### src/rtl/rv32_bridge_pkg.sv
// Shared types and constants for the RV32 native-port to BRAM bridge family.
// No ports: holds the bridge state encoding, the width of the read-latency
// counter and the default word returned on out-of-range reads.
package rv32_bridge_pkg;

  typedef enum logic [2:0] {
    IDLE,
    WR,
    RD_WAIT,
    RESP,
    ERR,
    TURN
  } state_t;

  // Counter width; wide enough to hold the largest supported read latency (4).
  localparam int LAT_CNT_W = 3;

  localparam logic [31:0] ERR_DATA = 32'hDEAD_BEEF;

endpackage

### src/rtl/rv32_range_check.sv
// Combinational address-window decode, shared by the sibling bridges.
// Ports:
//   addr      in   32-bit byte address
//   in_range  out  1 when BaseAddress <= addr <= EndAddress (unsigned)
module rv32_range_check #(
  parameter logic [31:0] BaseAddress = 32'h0000_0000,
  parameter logic [31:0] EndAddress  = 32'h0000_3FFF
) (
  input  logic [31:0] addr,
  output logic        in_range
);

  // Both bounds are tested through a 33-bit difference: bit 32 is the borrow,
  // so there is no wraparound at 32'hFFFF_FFFF and a zero base still
  // produces a real compare rather than a constant one.
  logic [32:0] lo_diff;
  logic [32:0] hi_diff;

  assign lo_diff  = {1'b0, addr} - {1'b0, BaseAddress};
  assign hi_diff  = {1'b0, EndAddress} - {1'b0, addr};
  assign in_range = ~lo_diff[32] & ~hi_diff[32];

endmodule

### src/rtl/rv32_bram_bridge.sv
// Bridge from the RV32 core's valid/ready memory port to a BRAM wrapper with
// byte addressing, a 4-bit write strobe and a fixed read latency.
// Ports:
//   clk, reset            clock, synchronous active-high reset
//   cpu_valid/addr/wdata/wstrb   core request (wstrb==0 is a read)
//   cpu_ready, cpu_rdata  registered one-cycle completion pulse and read data
//   ram_addr, ram_wr, ram_din    RAM strobes (word-aligned address)
//   ram_dout              RAM read data, valid read_latency cycles after ram_addr
//   bus_err, err_addr     sticky out-of-range flag and first offending address
//   err_clr               clears bus_err and err_addr (wins over a new error)
module rv32_bram_bridge
  import rv32_bridge_pkg::*;
#(
  parameter logic [31:0] BaseAddress    = 32'h0000_0000,
  parameter logic [31:0] EndAddress     = 32'h0000_3FFF,
  parameter int          ram_addr_width = 16,
  parameter int          read_latency   = 1,   // supported range 1..4
  parameter logic [31:0] err_data       = ERR_DATA
) (
  input  logic                      clk,
  input  logic                      reset,
  input  logic                      cpu_valid,
  input  logic [31:0]               cpu_addr,
  input  logic [31:0]               cpu_wdata,
  input  logic [3:0]                cpu_wstrb,
  output logic                      cpu_ready,
  output logic [31:0]               cpu_rdata,
  output logic [ram_addr_width-1:0] ram_addr,
  output logic [3:0]                ram_wr,
  output logic [31:0]               ram_din,
  input  logic [31:0]               ram_dout,
  output logic                      bus_err,
  output logic [31:0]               err_addr,
  input  logic                      err_clr
);

  localparam logic [LAT_CNT_W-1:0] LAT_LOAD = LAT_CNT_W'(read_latency);

  state_t                 state;
  logic [LAT_CNT_W-1:0]   lat_cnt;
  logic                   acc_is_rd;
  logic [31:0]            acc_addr;
  logic                   in_range;
  logic [ram_addr_width-1:0] addr_aligned;

  rv32_range_check #(
    .BaseAddress (BaseAddress),
    .EndAddress  (EndAddress)
  ) u_range (
    .addr     (cpu_addr),
    .in_range (in_range)
  );

  assign addr_aligned = {cpu_addr[ram_addr_width-1:2], 2'b00};

  always_ff @(posedge clk) begin
    if (reset) begin
      state     <= IDLE;
      lat_cnt   <= '0;
      acc_is_rd <= 1'b0;
      acc_addr  <= '0;
      cpu_ready <= 1'b0;
      cpu_rdata <= '0;
      ram_addr  <= '0;
      ram_wr    <= '0;
      ram_din   <= '0;
      bus_err   <= 1'b0;
      err_addr  <= '0;
    end else begin
      // Strobe and ready are pulses; each state re-asserts them when needed.
      ram_wr    <= '0;
      cpu_ready <= 1'b0;

      case (state)
        // Request accept: latch the access and launch the RAM strobes.
        IDLE: begin
          if (cpu_valid) begin
            acc_addr  <= cpu_addr;
            acc_is_rd <= (cpu_wstrb == 4'h0);
            if (!in_range) begin
              state <= ERR;
            end else begin
              ram_addr <= addr_aligned;
              if (cpu_wstrb != 4'h0) begin
                ram_din <= cpu_wdata;
                ram_wr  <= cpu_wstrb;
                state   <= WR;
              end else begin
                lat_cnt <= LAT_LOAD;
                state   <= RD_WAIT;
              end
            end
          end
        end

        // Write strobe cycle: completion is signalled next cycle.
        WR: begin
          cpu_ready <= 1'b1;
          state     <= RESP;
        end

        // Read wait: ram_addr is untouched here, so it stays stable while
        // the RAM pipeline drains; the count reaches 0 in the cycle that
        // ram_dout is valid.
        RD_WAIT: begin
          if (lat_cnt == '0) begin
            cpu_rdata <= ram_dout;
            cpu_ready <= 1'b1;
            state     <= RESP;
          end else begin
            lat_cnt <= lat_cnt - 1'b1;
          end
        end

        // Out-of-range: respond like a normal access, writes leave rdata alone.
        ERR: begin
          cpu_ready <= 1'b1;
          if (acc_is_rd) cpu_rdata <= err_data;
          state <= RESP;
        end

        // Response cycle (cpu_ready high), then one turnaround cycle.
        RESP: state <= TURN;
        TURN: state <= IDLE;

        default: state <= IDLE;
      endcase

      // Sticky error capture; a clear in the same cycle discards the new error.
      if (err_clr) begin
        bus_err  <= 1'b0;
        err_addr <= '0;
      end else if (state == ERR) begin
        bus_err <= 1'b1;
        if (!bus_err) err_addr <= acc_addr;
      end
    end
  end

endmodule

### config.mk
export PLATFORM = sky130hd
export DESIGN_NAME = rv32_bram_bridge
export DESIGN_NICKNAME = d
export VERILOG_FILES = /design/src/rtl/rv32_bridge_pkg.sv /design/src/rtl/rv32_range_check.sv /design/src/rtl/rv32_bram_bridge.sv
export SDC_FILE = /design/constraint.sdc
export NUM_CORES = 1
export LEC_CHECK = 0
export ABC_AREA = 1
export BUFFER_PORTS_ARGS = -buffer_cell sky130_fd_sc_hd__buf_2
export CAP_MARGIN = 20
export CELL_PAD_IN_SITES_DETAIL_PLACEMENT = 0
export CELL_PAD_IN_SITES_GLOBAL_PLACEMENT = 1
export CORE_MARGIN = 8
export CORE_UTILIZATION = 25
export DETAILED_ROUTE_END_ITERATION = 8
export GPL_ROUTABILITY_DRIVEN = 0
export PLACE_DENSITY_LB_ADDON = 0.12
export SLEW_MARGIN = 20
export SYNTH_ARGS = -nofsm -noshare
export SYNTH_HDL_FRONTEND = slang
export SYNTH_SLANG_ARGS = --single-unit
### constraint.sdc
create_clock -name clk -period 1.6 [get_ports clk]
set_clock_uncertainty 0.15 [all_clocks]
set_input_delay 0.16 -clock clk [delete_from_list [all_inputs] [get_ports clk]]
set_output_delay 0.16 -clock clk [all_outputs]
set_load 0.05 [all_outputs]
==> results.json <==
{
  "status": "finished with violations",
  "violations": "setup timing",
  "wl_mm": 20.6,
  "period_needed_ns": 1.60,
  "setup_slack_ns": -0.00485,
  "die_x_microns": 169,
  "rows": 56,
  "io_buffers": 219,
  "setup_viol": 1,
  "ys.flop_type": "dfxtp_1",
  "path_clk_slew_ns": 0.07,
  "async_flop_share_pct": 0,
  "drive_above_1_share_pct": 31.9,
  "tns_ns": -0.00485,
  "grt_use_total_pct": 13.6,
  "drc_errors": 0,
  "first_iter_violations": 274,
  "globalRouteMet3Util_pct": 3.73,
  "h-tree-depth": 4,
  "top_usage_layer": "met2",
  "layout_commonest_cell": "buf_2",
  "cp.arrival_ns": 1.81,
  "grt.met1_usage_pct": 17.0,
  "final_area_sq_mm": 0.00941,
  "pwr_density_cell_mw_per_mm2": 1610,
  "cts_buffer_depth": 2,
  "worst-setup-path-type": "flip-flop to flip-flop",
  "synth_cells": 770,
  "met2_usage_pct": 22.3,
  "grt-ovfl-total": 0,
  "antenna_found_initial": 0,
  "ys_seq_elements": 155,
  "period_share_pct": 100,
  "syn_avg_cell_area_sq_um": 7.58,
  "cp-end-kind": "flip-flop",
  "root_buffer": "clkbuf_16",
  "finalNetCount": 1217,
  "critPathRequiredTime_ns": 1.80,
  "wl_per_cell_microns": 14.3,
  "peakVddDrop_mv": 0.568,
  "syn_area_sq_mm": 0.00583,
  "hold_viol_final": 0,
  "max_cap_viol_count": 0,
  "worst_hold_slack_ns": 0.0268,
  "rsz0062_at_grt": "yes",
  "cts_tree": "done",
  "clkLatencyLatePin_ns": 0.41,
  "diodes": 0,
  "viasPerCell": 4.05,
  "layout_common_cells": "219 x buf_2, 174 x nor2_1, 150 x dfxtp_1",
  "yosys_warnings": 0,
  "ys_seq_area_share_pct": 53.2,
  "dieArea_sq_mm": 0.0285,
  "placed_area_sq_mm": 0.00750,
  "start_kind": "flip-flop",
  "worstHoldPathType": "primary input to flip-flop",
  "slew_viol_final": 0,
  "ant_nets": 0,
  "cts_buffers": 17,
  "core_sq_mm": 0.0232,
  "fmax_mhz": 623,
  "dr.pass1.iters": 4,
  "yosysUniqueCellTypes": 30,
  "grt_max_degree": 72,
  "p_leak_nw": 4.62,
  "start_util_pct": 25.2,
  "dieHeight_microns": 169,
  "vias": 5844,
  "final_core_util_pct": 40.6,
  "hpwl_mm": 13.8,
  "crit_fanout": 9,
  "synth-edff-count": 0,
  "area_growth_pct": 61.4,
  "grt_pass1_vias": 5838,
  "io_pins": 222,
  "grt_pass1_wl_mm": 31.0,
  "cts_sinks": 155
}
-- routing by layer --
layer,part of all wire [%],vias to the layer above
met5,0,-
met4,1.1,0
met1,47,2624
met3,5.5,12
li1,-,3088
met2,47,120
-- timing repair --
item | CTS | global route
pin swaps | 0 | 10
gates cloned | 0 | 8
setup endpoints to repair | 31 | 133
buffers inserted | 0 | 2
hold buffers | 98 | 1
hold endpoints to repair | 104 | 2
gates resized for setup | 4 | 69
-- area by class of cell --
class / instances / area [sq um]
sequential: 155 / 3110
tap: 319 / 399
multi-input combinational: 500 / 2400
clock buffer: 21 / 440
timing repair buffer: 363 / 2670
fill: 2437 / 13800
clock inverter: 11 / 111
inverter: 74 / 282
-- state kept, by name, indices dropped and copies added (netlist names) --
name       cells
bus_err        1
acc_is_rd      1
ram_wr         4
acc_addr      32
cpu_rdata     32
state          3
ram_addr      14
ram_din       32
err_addr      32
lat_cnt        3
cpu_ready      1
-- critical path, stage by stage (launching register included) --
cell	delay, ns
dfxtp_2	0.33
nor2_4	0.13
nand2_4	0.08
nor2_4	0.18
nand4_4	0.12
buf_12	0.18
clkbuf_16	0.17
nand2_1	0.06
nand2_1	0.05
nor2_1	0.10
-- power breakdown --
| group | switching, W | internal [W] |
|---|---|---|
| combinational | 0.00407 | 0.00207 |
| clock | 0.00172 | 0.00217 |
| sequential | 0.000400 | 0.00472 |
| total | 0.00619 | 0.00895 |
-- worst paths after layout --
kind	startpoint	to	slack (ns)	cells past startpoint
max	state[1]	ram_din[3]	-0.005	9
min	reset	state[2]	0.03	3
max reg2reg	state[1]	ram_din[3]	-0.005	9
min reg2reg	ram_addr[7]	ram_addr[7]	0.30	2
-- synth_stat cells, types with 2 or more instances --
| cell | n | area [sq um] |
|---|---|---|
| nor2_1 | 186 | 698 |
| dfxtp_1 | 155 | 3100 |
| nand2_1 | 122 | 458 |
| o21ai_0 | 74 | 370 |
| inv_1 | 70 | 263 |
| a21oi_1 | 51 | 255 |
| clkbuf_1 | 22 | 82.6 |
| buf_2 | 14 | 70.1 |
| nand3_1 | 12 | 60.1 |
| o211a_1 | 11 | 110 |
| o21ai_1 | 8 | 40.0 |
| or2_0 | 8 | 50.1 |
| or2_2 | 6 | 37.5 |
| nor2_2 | 5 | 31.3 |
| inv_2 | 3 | 11.3 |
| nand2_2 | 3 | 18.8 |
| buf_1 | 2 | 7.51 |
| buf_4 | 2 | 15.0 |
| buf_6 | 2 | 22.5 |
| ha_1 | 2 | 25.0 |
| nor3_1 | 2 | 10.0 |
| nor3b_2 | 2 | 25.0 |
-- per-stage QoR --
stage | worst slack [ns] | instances | total power, W
2_1_floorplan | 0.0381 | 771 | 0.00893
3_3_place_gp | -0.0950 | 1302 | 0.0108
3_5_place_dp | -0.0897 | 1302 | 0.0108
4_1_cts | 0.000344 | 1432 | 0.0150
5_1_grt | -0.0893 | 1443 | 0.0162
6_report | -0.00485 | 1443 | 0.0151
-- kinds of logic (layout without fill, tap and decap cells) --
logic type,Yosys count,after routing,synth area share (%)
adders and majority gates,2,2,0.429
other,1,2,0.0643
AOI/OAI and AO/OA,147,147,13.7
buffers and inverters,116,469,8.15
DFF,155,155,53.2
and+or+nand+nor,349,349,24.5
No activity file was read; power rests on OpenSTA's default activity.
